===== config.mk =====
export PLATFORM = sky130hd
export DESIGN_NAME = vga_plot_sequencer
export DESIGN_NICKNAME = d
export VERILOG_FILES = /design/src/rtl/vga_plot_sequencer.sv
export SDC_FILE = /design/constraint.sdc
export NUM_CORES = 1
export LEC_CHECK = 0
export ABC_AREA = 1
export BUFFER_PORTS_ARGS = -buffer_cell sky130_fd_sc_hd__buf_2
export CELL_PAD_IN_SITES_DETAIL_PLACEMENT = 1
export CELL_PAD_IN_SITES_GLOBAL_PLACEMENT = 1
export CORE_MARGIN = 2
export CORE_UTILIZATION = 42
export CTS_BUF_LIST = sky130_fd_sc_hd__clkbuf_4
export DETAILED_ROUTE_END_ITERATION = 7
export PLACE_DENSITY_LB_ADDON = 0.12
export RECOVER_POWER = 50
export SLEW_MARGIN = 20
export SYNTH_ARGS = -nofsm -noshare
export SYNTH_HDL_FRONTEND = slang
export SYNTH_SLANG_ARGS = --single-unit

===== constraint.sdc =====
create_clock -name clk -period 3.8 [get_ports clk]
set_input_delay 0.57 -clock clk [delete_from_list [all_inputs] [get_ports clk]]
set_output_delay 0.57 -clock clk [all_outputs]
set_load 0.02 [all_outputs]

===== src/rtl/vga_plot_sequencer.sv =====
// Frame sequencer for the 160x120 trace display: clears the framebuffer, then
// runs each enabled trace source in index order onto the single write port.
module vga_plot_sequencer #(
  parameter int          NUM_SRC  = 2,
  parameter int          WIDTH    = 160,
  parameter int          HEIGHT   = 120,
  parameter logic [11:0] BG_COLOR = 12'h000,
  parameter int          TIMEOUT  = 256
) (
  input  logic                    clk,
  input  logic                    reset,
  input  logic                    start,
  input  logic [NUM_SRC-1:0]      src_mask,
  input  logic [8*NUM_SRC-1:0]    src_x,
  input  logic [8*NUM_SRC-1:0]    src_y,
  input  logic [12*NUM_SRC-1:0]   src_color,
  input  logic [NUM_SRC-1:0]      src_finished,
  output logic [NUM_SRC-1:0]      src_enable,
  output logic [NUM_SRC-1:0]      src_reset,
  output logic [7:0]              fb_x,
  output logic [6:0]              fb_y,
  output logic [11:0]             fb_color,
  output logic                    fb_we,
  output logic                    busy,
  output logic                    done,
  output logic                    err
);

  localparam int IDX_W = (NUM_SRC > 1) ? $clog2(NUM_SRC) : 1;
  localparam int TO_W  = $clog2(TIMEOUT + 1);

  typedef enum logic [2:0] {IDLE, CLEAR, PREP, DRAW, DRAIN, DONE} state_t;

  state_t             state;
  logic [NUM_SRC-1:0] mask;
  logic [IDX_W-1:0]   idx;
  logic [7:0]         clr_x;
  logic [6:0]         clr_y;
  logic [TO_W-1:0]    draw_cnt;
  logic               drain_cnt;

  logic               s1_valid;
  logic [7:0]         s1_x;
  logic [11:0]        s1_color;

  logic [7:0]         sel_x;
  logic [7:0]         sel_y;
  logic [11:0]        sel_color;
  logic               sel_finished;
  logic               first_found;
  logic [IDX_W-1:0]   first_idx;
  logic               next_found;
  logic [IDX_W-1:0]   next_idx;

  function automatic logic [NUM_SRC-1:0] onehot(input logic [IDX_W-1:0] i);
    logic [NUM_SRC-1:0] v;
    v    = '0;
    v[i] = 1'b1;
    return v;
  endfunction

  // Source mux plus lowest-set-bit searches; the descending loop leaves the
  // lowest qualifying index as the final assignment.
  always_comb begin
    sel_x        = '0;
    sel_y        = '0;
    sel_color    = '0;
    sel_finished = 1'b0;
    first_found  = 1'b0;
    first_idx    = '0;
    next_found   = 1'b0;
    next_idx     = '0;
    for (int i = NUM_SRC - 1; i >= 0; i--) begin
      if (idx == IDX_W'(i)) begin
        sel_x        = src_x[8*i +: 8];
        sel_y        = src_y[8*i +: 8];
        sel_color    = src_color[12*i +: 12];
        sel_finished = src_finished[i];
      end
      if (mask[i]) begin
        first_found = 1'b1;
        first_idx   = IDX_W'(i);
      end
      if (mask[i] && (i > int'(idx))) begin
        next_found = 1'b1;
        next_idx   = IDX_W'(i);
      end
    end
  end

  always_ff @(posedge clk) begin
    if (reset) begin
      state      <= IDLE;
      mask       <= '0;
      idx        <= '0;
      clr_x      <= '0;
      clr_y      <= '0;
      draw_cnt   <= '0;
      drain_cnt  <= 1'b0;
      s1_valid   <= 1'b0;
      s1_x       <= '0;
      s1_color   <= '0;
      src_enable <= '0;
      src_reset  <= '0;
      fb_x       <= '0;
      fb_y       <= '0;
      fb_color   <= '0;
      fb_we      <= 1'b0;
      busy       <= 1'b0;
      done       <= 1'b0;
      err        <= 1'b0;
    end else begin
      done      <= 1'b0;
      src_reset <= '0;
      s1_valid  <= 1'b0;
      // Stage 2: src_y arrives one cycle after its column, so it pairs with stage 1.
      fb_x      <= s1_x;
      fb_color  <= s1_color;
      fb_y      <= sel_y[6:0];
      fb_we     <= s1_valid && (s1_x < 8'(WIDTH)) && (sel_y < 8'(HEIGHT));

      case (state)
        IDLE: begin
          if (start) begin
            mask  <= src_mask;
            err   <= 1'b0;
            clr_x <= '0;
            clr_y <= '0;
            busy  <= 1'b1;
            state <= CLEAR;
          end
        end

        CLEAR: begin
          fb_x     <= clr_x;
          fb_y     <= clr_y;
          fb_color <= BG_COLOR;
          fb_we    <= 1'b1;
          if (clr_x == 8'(WIDTH - 1)) begin
            clr_x <= '0;
            if (clr_y == 7'(HEIGHT - 1)) begin
              clr_y <= '0;
              if (first_found) begin
                idx       <= first_idx;
                src_reset <= onehot(first_idx);
                state     <= PREP;
              end else begin
                done  <= 1'b1;
                state <= DONE;
              end
            end else begin
              clr_y <= clr_y + 7'd1;
            end
          end else begin
            clr_x <= clr_x + 8'd1;
          end
        end

        PREP: begin
          draw_cnt   <= '0;
          src_enable <= onehot(idx);
          state      <= DRAW;
        end

        DRAW: begin
          s1_valid <= 1'b1;
          s1_x     <= sel_x;
          s1_color <= sel_color;
          if (sel_finished) begin
            src_enable <= '0;
            drain_cnt  <= 1'b0;
            state      <= DRAIN;
          end else if (draw_cnt == TO_W'(TIMEOUT - 1)) begin
            err        <= 1'b1;
            src_enable <= '0;
            drain_cnt  <= 1'b0;
            state      <= DRAIN;
          end else begin
            draw_cnt <= draw_cnt + 1'b1;
          end
        end

        // idx must hold through the first drain cycle for the last column's y.
        DRAIN: begin
          if (!drain_cnt) begin
            drain_cnt <= 1'b1;
          end else if (next_found) begin
            idx       <= next_idx;
            src_reset <= onehot(next_idx);
            state     <= PREP;
          end else begin
            done  <= 1'b1;
            state <= DONE;
          end
        end

        DONE: begin
          busy  <= 1'b0;
          state <= IDLE;
        end

        default: state <= IDLE;
      endcase
    end
  end

endmodule

==> run_results.csv, run 1 <==
group,metric,value,unit
synth,synth_top_area_share,45.6,%
pwr,p_int,1.69,mW
route,ant_nets,0,
pwr,p_sw,1.19,mW
pwr,switching_share,41.4,%
setup_path,slowest_stage,"clkbuf_1",
setup_path,crit_chain,"nor3_4, clkbuf_1, nand3_1, nand2_2, inv_1, o21ai_0, nor2_1",
synth,ys.flop_type,"dfxtp_1",
cells_and_area,fin_util,51.1,%
cells_and_area,antenna_cells,0,
clocking,clk_pin_slew,0.15,ns
setup_path,slowest_delay,1.02,ns
clocking,clock_sinks,87,
synth,synth_area_leader_cell,"dfxtp_1",
route,drc_errors,0,
floorplan,core,8760,um2
cells_and_area,nFillCells,1178,
synth,synth_area,3820,um2
global_routing,grt_overflow,0,
clocking,cts_buffers,9,
global_routing,track_usage,23.2,%
synth,post_synth.cell_area_avg,7.19,um2
sta,min_period,2.75,ns
floorplan,die_x,99.3,um
sta,slew_headroom,6.03,%
clocking,post_cts_buffers,0,
clocking,cts_root_buf,"clkbuf_4",
synth,synth-edff-count,0,
clocking,postCtsHoldBufs,0,
synth,yosysUniqueCellTypes,33,
floorplan,rows,34,
clocking,clockBufferDepth,2,
floorplan,io_pins,98,
synth,syn_nets,598,
route,wire_per_inst,15.1,um
clocking,h-tree-depth,3,
route,wirelength,11100,um
sta,finClkSkew,0.0238,ns
setup_path,end_kind,"register",
sta,fin_tns_setup,0,ns
clocking,cts_tree,"yes",
pwr,power_frac_seq,39.9,%
route,first_pass_iters,4,
sta,setup_ws,1.05,ns
status,status,"finished clean",
synth,ys_ff_latch,87,
synth,synthArstFlopShare,0,%
place,port_buffers,97,
route,vias,3794,
setup_path,critical_path_class,"register to register",
clocking,cts_resized,0,
route,initialDrtViolationCount,82,
cells_and_area,synthToLayoutAreaGrowth,17.3,%
place,place_ws,1.58,ns
sta,final-hold-violation-count,0,
global_routing,grt_max_degree,54,
synth,synth_seq_area_share,45.6,%
synth,synth.top_cells.by_area,"dfxtp_1, nand2_1, o21ai_0, a21oi_1, inv_1",
sta,setup_viol,0,
floorplan,fp.dieArea,9870,um2
place,dp_hpwl,8130,um
sta,min_period_over_period,72.3,%
route,via_per_inst,5.19,
sta,slew_viol_final,0,
global_routing,antenna_found_initial,0,
sta,rsz0062_at_grt,"no",
min_path,hp-class,"primary input to register",
setup_path,cp-start-kind,"register",
run,cap_violations,0,
pwr,p_per_area,644,nW/um2
pwr,leakage,1.88,nW
sta,fmax,364,MHz
pwr,pwr-share-clk,23.9,%
synth,syn_inst,531,
cells_and_area,layout-drive-gt1-share,15.9,%
synth,ys_warn_count,0,
cells_and_area,nets,685,
clocking,clk_latency,0.45,ns
pwr,peakVddDrop,0.266,mV
floorplan,die_y,99.3,um
setup_path,required,4.15,ns
setup_path,worst-endpoint-arrival,3.09,ns
sta,worstMarginPinSlew,1.41,ns
pwr,power_frac_comb,36.2,%
global_routing,grt_pass1_wl,18300,um
floorplan,initial_utilization,43.6,%
setup_path,crit_fanout,29,
place,place_congestion,0.822,
global_routing,grt_pass1_vias,3840,
worst max-delay path, delay by kind of cell, from the launching register on:
kind                   cells  cell delay [ns]
AO/OA/AOI/OAI              1             0.18
buffers and inverters      2             1.15
flip-flops                 1             0.43
AND/OR/NAND/NOR            4             0.88
sequential cells by signal (all words and copies together), names as in the netlist, 3 cells and up:
name / count
fb_color: 12
s1_color: 12
draw_cnt: 9
clr_x: 8
fb_x: 8
s1_x: 8
clr_y: 7
fb_y: 7
state: 3
power groups by stage:
stage               combinational [mW]  clock [mW]  sequential [mW]
global route                      1.18       0.740             1.17
detailed placement                1.08           0             1.17
global placement                  1.04           0             1.16
floorplan                        0.704           0             1.24
finish                            1.04       0.690             1.15
CTS                               1.08       0.698             1.15
path summary, 6_finish.rpt:
path                       startpoint                     end  slack (ns)  depth (start not counted)
max             state[2]$_SDFFE_PP0P_   clr_y[2]$_SDFFE_PP0P_        1.05                          7
min                       src_mask[1]    mask[1]$_SDFFE_PP0P_        0.36                          3
max reg2reg     state[2]$_SDFFE_PP0P_   clr_y[2]$_SDFFE_PP0P_        1.05                          7
min reg2reg  s1_color[0]$_SDFFE_PP0P_  fb_color[0]$_SDFF_PP0_        0.44                          2
per-stage QoR:
stage / hold slack [ns] / cell area (um2) / cells / total power, mW
floorplan: 0.405 / 3820 / 531 / 1.94
global placement: 0.409 / 4340 / 715 / 2.21
detailed placement: 0.415 / 4340 / 715 / 2.24
CTS: 0.352 / 4530 / 731 / 2.93
global route: 0.346 / 4480 / 731 / 3.09
finish: 0.365 / 4480 / 731 / 2.88
layout make-up:
type / instances / area, um2 / share of cell area, %
well taps: 108 / 135 / 3.02
multi-input cells: 364 / 1740 / 38.9
clock buffers: 9 / 67.6 / 1.51
inverters: 57 / 214 / 4.78
clock inverters: 7 / 125 / 2.79
flip-flops and latches: 87 / 1740 / 38.9
repair buffers: 99 / 453 / 10.1
cells by family after synthesis:
logic type / count (synthesis) / share of synthesized area (%)
buffers and inverters: 80 / 8.69
flip-flops: 87 / 45.6
adder cells (fa/ha/maj): 4 / 1.31
AND/OR/NAND/NOR: 236 / 26.8
AO/OA/AOI/OAI: 124 / 17.6
cell usage after synthesis, types with 3 or more instances:
master and number:
nor3_1 5, buf_2 6, inv_2 5, clkbuf_1 12
a31oi_1 25, nor2_4 3, nand2_1 140, nand4_1 3
dfxtp_1 87, inv_1 52, a21oi_1 43, nor2_1 48
nor2_2 3, nand2_2 5, nand3_1 20, ha_1 4
o21ai_0 48
metal layers:
| layer | track usage, % | up-vias | part of all wire (%) |
|---|---|---|---|
| li1 | - | 1898 | - |
| met1 | 29.1 | 1795 | 45 |
| met2 | 40.6 | 83 | 50 |
| met3 | 3.87 | 18 | 3.9 |
| met4 | 7.69 | 0 | 1.5 |
| met5 | 0 | - | 0 |
cell usage in the layout (no fill, tap or decap), drive strengths merged, types with 7 or more instances in the layout:
| cell type | synthesis | final |
|---|---|---|
| a21oi | 43 | 43 |
| a31oi | 25 | 25 |
| buf | 10 | 63 |
| clkbuf | 13 | 45 |
| dfxtp | 87 | 87 |
| inv | 57 | 60 |
| nand2 | 147 | 147 |
| nand3 | 22 | 22 |
| nor2 | 54 | 54 |
| nor3 | 7 | 7 |
| o21ai | 51 | 51 |
Power figures use the tool's default switching activity.
==> run 2, diff against run 1 <==
CORE_UTILIZATION = 39   (was 42)
clock period = 2.75 ns   (was 3.8 ns; I/O delays follow)
==> run 2 against run 1 <==
Compared with the run above: clock skew decreased by 0.0037 ns; hold slack got worse by 0.16 ns; sequential power increased by 38%; via count increased by 0.13%.
==> run_results.csv, run 2 (synthesis results as in run 1) <==
group,metric,value,unit
floorplan,io_pins,98,
cells_and_area,nFillCells,1333,
floorplan,fp.dieArea,10600,um2
global_routing,grt_overflow,0,
clocking,cts_root_buf,"clkbuf_4",
route,initialDrtViolationCount,98,
cells_and_area,synthToLayoutAreaGrowth,17.1,%
setup_path,crit_chain,"ha_1, nand2_1, nor2_1, nand3_1, nor2_1, ha_1, inv_1, nand3_4, nand2_1, inv_1, nand2_1, a21oi_1",
clocking,clk_pin_slew,0.13,ns
clocking,h-tree-depth,3,
route,drc_errors,0,
cells_and_area,layout-drive-gt1-share,15.9,%
setup_path,reg2regPathDepth,12,
clocking,clk_latency,0.45,ns
global_routing,grt_max_degree,44,
cells_and_area,reg_top3,"fb_color: 12 flops, s1_color: 12 flops, draw_cnt: 9 flops",
cells_and_area,final_common_cell,"nand2_1",
sta,final-hold-violation-count,0,
min_path,min_to,"mask[1]$_SDFFE_PP0P_",
route,vias,3799,
global_routing,antenna_found_initial,0,
setup_path,slowest_delay,0.40,ns
cells_and_area,fin_util,46.4,%
cells_and_area,stdcell_area,4470,um2
sta,min_period,1.96,ns
place,dpl-instance-area,4400,um2
sta,worstMarginPinSlew,0.700,ns
place,dp_hpwl,8250,um
setup_path,cp-start-kind,"register",
clocking,postCtsHoldBufs,0,
setup_path,worst-endpoint-arrival,2.34,ns
min_path,whs_path_depth,3,
global_routing,grt_pass1_vias,3834,
global_routing,grt_pass1_wl,18300,um
route,ant_nets,0,
pwr,p_per_area,840,nW/um2
pwr,peakVddDrop,0.282,mV
cells_and_area,final_cells,760,
setup_path,rr_startpoint,"draw_cnt[0]$_SDFFE_PP0P_",
min_path,hp-class,"primary input to register",
sta,slew_viol_final,0,
clocking,cts_buffers,9,
floorplan,core,9640,um2
clocking,clockBufferDepth,2,
global_routing,track_usage,22.4,%
setup_path,regToRegEndpoint,"draw_cnt[5]$_SDFFE_PP0P_",
clocking,cts_tree,"yes",
sta,slew_headroom,53.3,%
floorplan,initial_utilization,39.6,%
cells_and_area,nets,689,
setup_path,crit_top_cell,"nand2_1",
min_path,hold_start,"src_mask[1]",
run,cap_violations,0,
place,port_buffers,97,
setup_path,slowest_stage,"dfxtp_1",
sta,fin_tns_setup,0,ns
sta,fmax,510,MHz
pwr,p_total,3.75,mW
setup_path,rrSetupSlack,0.79,ns
sta,finClkSkew,0.0201,ns
route,first_pass_iters,4,
floorplan,die_y,103,um
clocking,cts_resized,0,
floorplan,die_x,103,um
route,wire_per_inst,14.8,um
route,wirelength,11300,um
setup_path,crit_fanout,7,
sta,min_period_over_period,71.4,%
setup_path,critical_path_class,"register to register",
place,place_congestion,0.868,
place,placed_cells,744,
clocking,clock_sinks,87,
setup_path,end_kind,"register",
cells_and_area,final_cell_mix,"nand2_1, dfxtp_1, buf_2",
floorplan,rows,36,
route,via_per_inst,5.00,
pwr,leakage,1.87,nW
cells_and_area,antenna_cells,0,
sta,rsz0062_at_grt,"no",
setup_path,required,3.13,ns
status,status,"finished clean",
sta,setup_viol,0,
clocking,post_cts_buffers,0,
-- run 2: cell types whose count changed in the layout (fill, tap and decap cells not counted), sizes merged --
cell,before,now
buf,63,68
inv,60,57
clkinv,1,6
bufinv,3,1
clkbuf,45,44
-- run 2: area by class of cell --
type                       count  area (um2)  area share (%)
multi-input combinational    364        1730            38.7
clock buffer                   9        67.6            1.51
tap                          133         166            3.72
timing repair buffer         103         487            10.9
clock inverter                 7        63.8            1.43
inverter                      57         214            4.79
sequential                    87        1740            39.0
-- run 2: power by group --
group | switching, mW | total (mW) | internal (mW)
clock network | 0.447 | 0.717 | 0.270
logic | 1.04 | 1.44 | 0.403
registers | 0.128 | 1.59 | 1.47
-- run 2: critical path: cells and delay by family (launching register included) --
| kind | cells | cell delay [ns] |
|---|---|---|
| buffers and inverters | 2 | 0.25 |
| AO/OA/AOI/OAI | 1 | 0.13 |
| flip-flops | 1 | 0.40 |
| adder cells (fa/ha/maj) | 2 | 0.34 |
| AND/OR/NAND/NOR | 7 | 0.78 |
-- run 2: how the worst max path moves through the flow --
stage | slack [ns] | endpoint | depth (start not counted) | startpoint
6_report | 0.79 | draw_cnt[5]$_SDFFE_PP0P_ | 12 | draw_cnt[0]$_SDFFE_PP0P_
3_5_place_dp | 0.82 | draw_cnt[5]$_SDFFE_PP0P_ | 12 | draw_cnt[0]$_SDFFE_PP0P_
2_1_floorplan | 1.08 | draw_cnt[5]$_SDFFE_PP0P_ | 12 | draw_cnt[0]$_SDFFE_PP0P_
5_1_grt | 0.53 | draw_cnt[5]$_SDFFE_PP0P_ | 12 | draw_cnt[0]$_SDFFE_PP0P_
4_1_cts | 0.79 | draw_cnt[5]$_SDFFE_PP0P_ | 12 | draw_cnt[0]$_SDFFE_PP0P_
3_3_place_gp | 0.91 | draw_cnt[6]$_SDFFE_PP0P_ | 12 | draw_cnt[0]$_SDFFE_PP0P_
-- run 2: stage by stage --
| stage | setup slack (ns) | hold WS [ns] |
|---|---|---|
| 2_1_floorplan | 1.08 | 0.405 |
| 3_3_place_gp | 0.909 | 0.408 |
| 3_5_place_dp | 0.816 | 0.416 |
| 4_1_cts | 0.791 | 0.190 |
| 5_1_grt | 0.525 | 0.160 |
| 6_report | 0.787 | 0.209 |
-- run 2: per-layer routing --
layer	part of all wire, %	vias up	GRT usage (%)
met4	1.5	0	7.49
met2	49	99	38.3
met5	0	-	0
met3	5.6	12	5.69
li1	-	1908	-
met1	43	1780	27.6
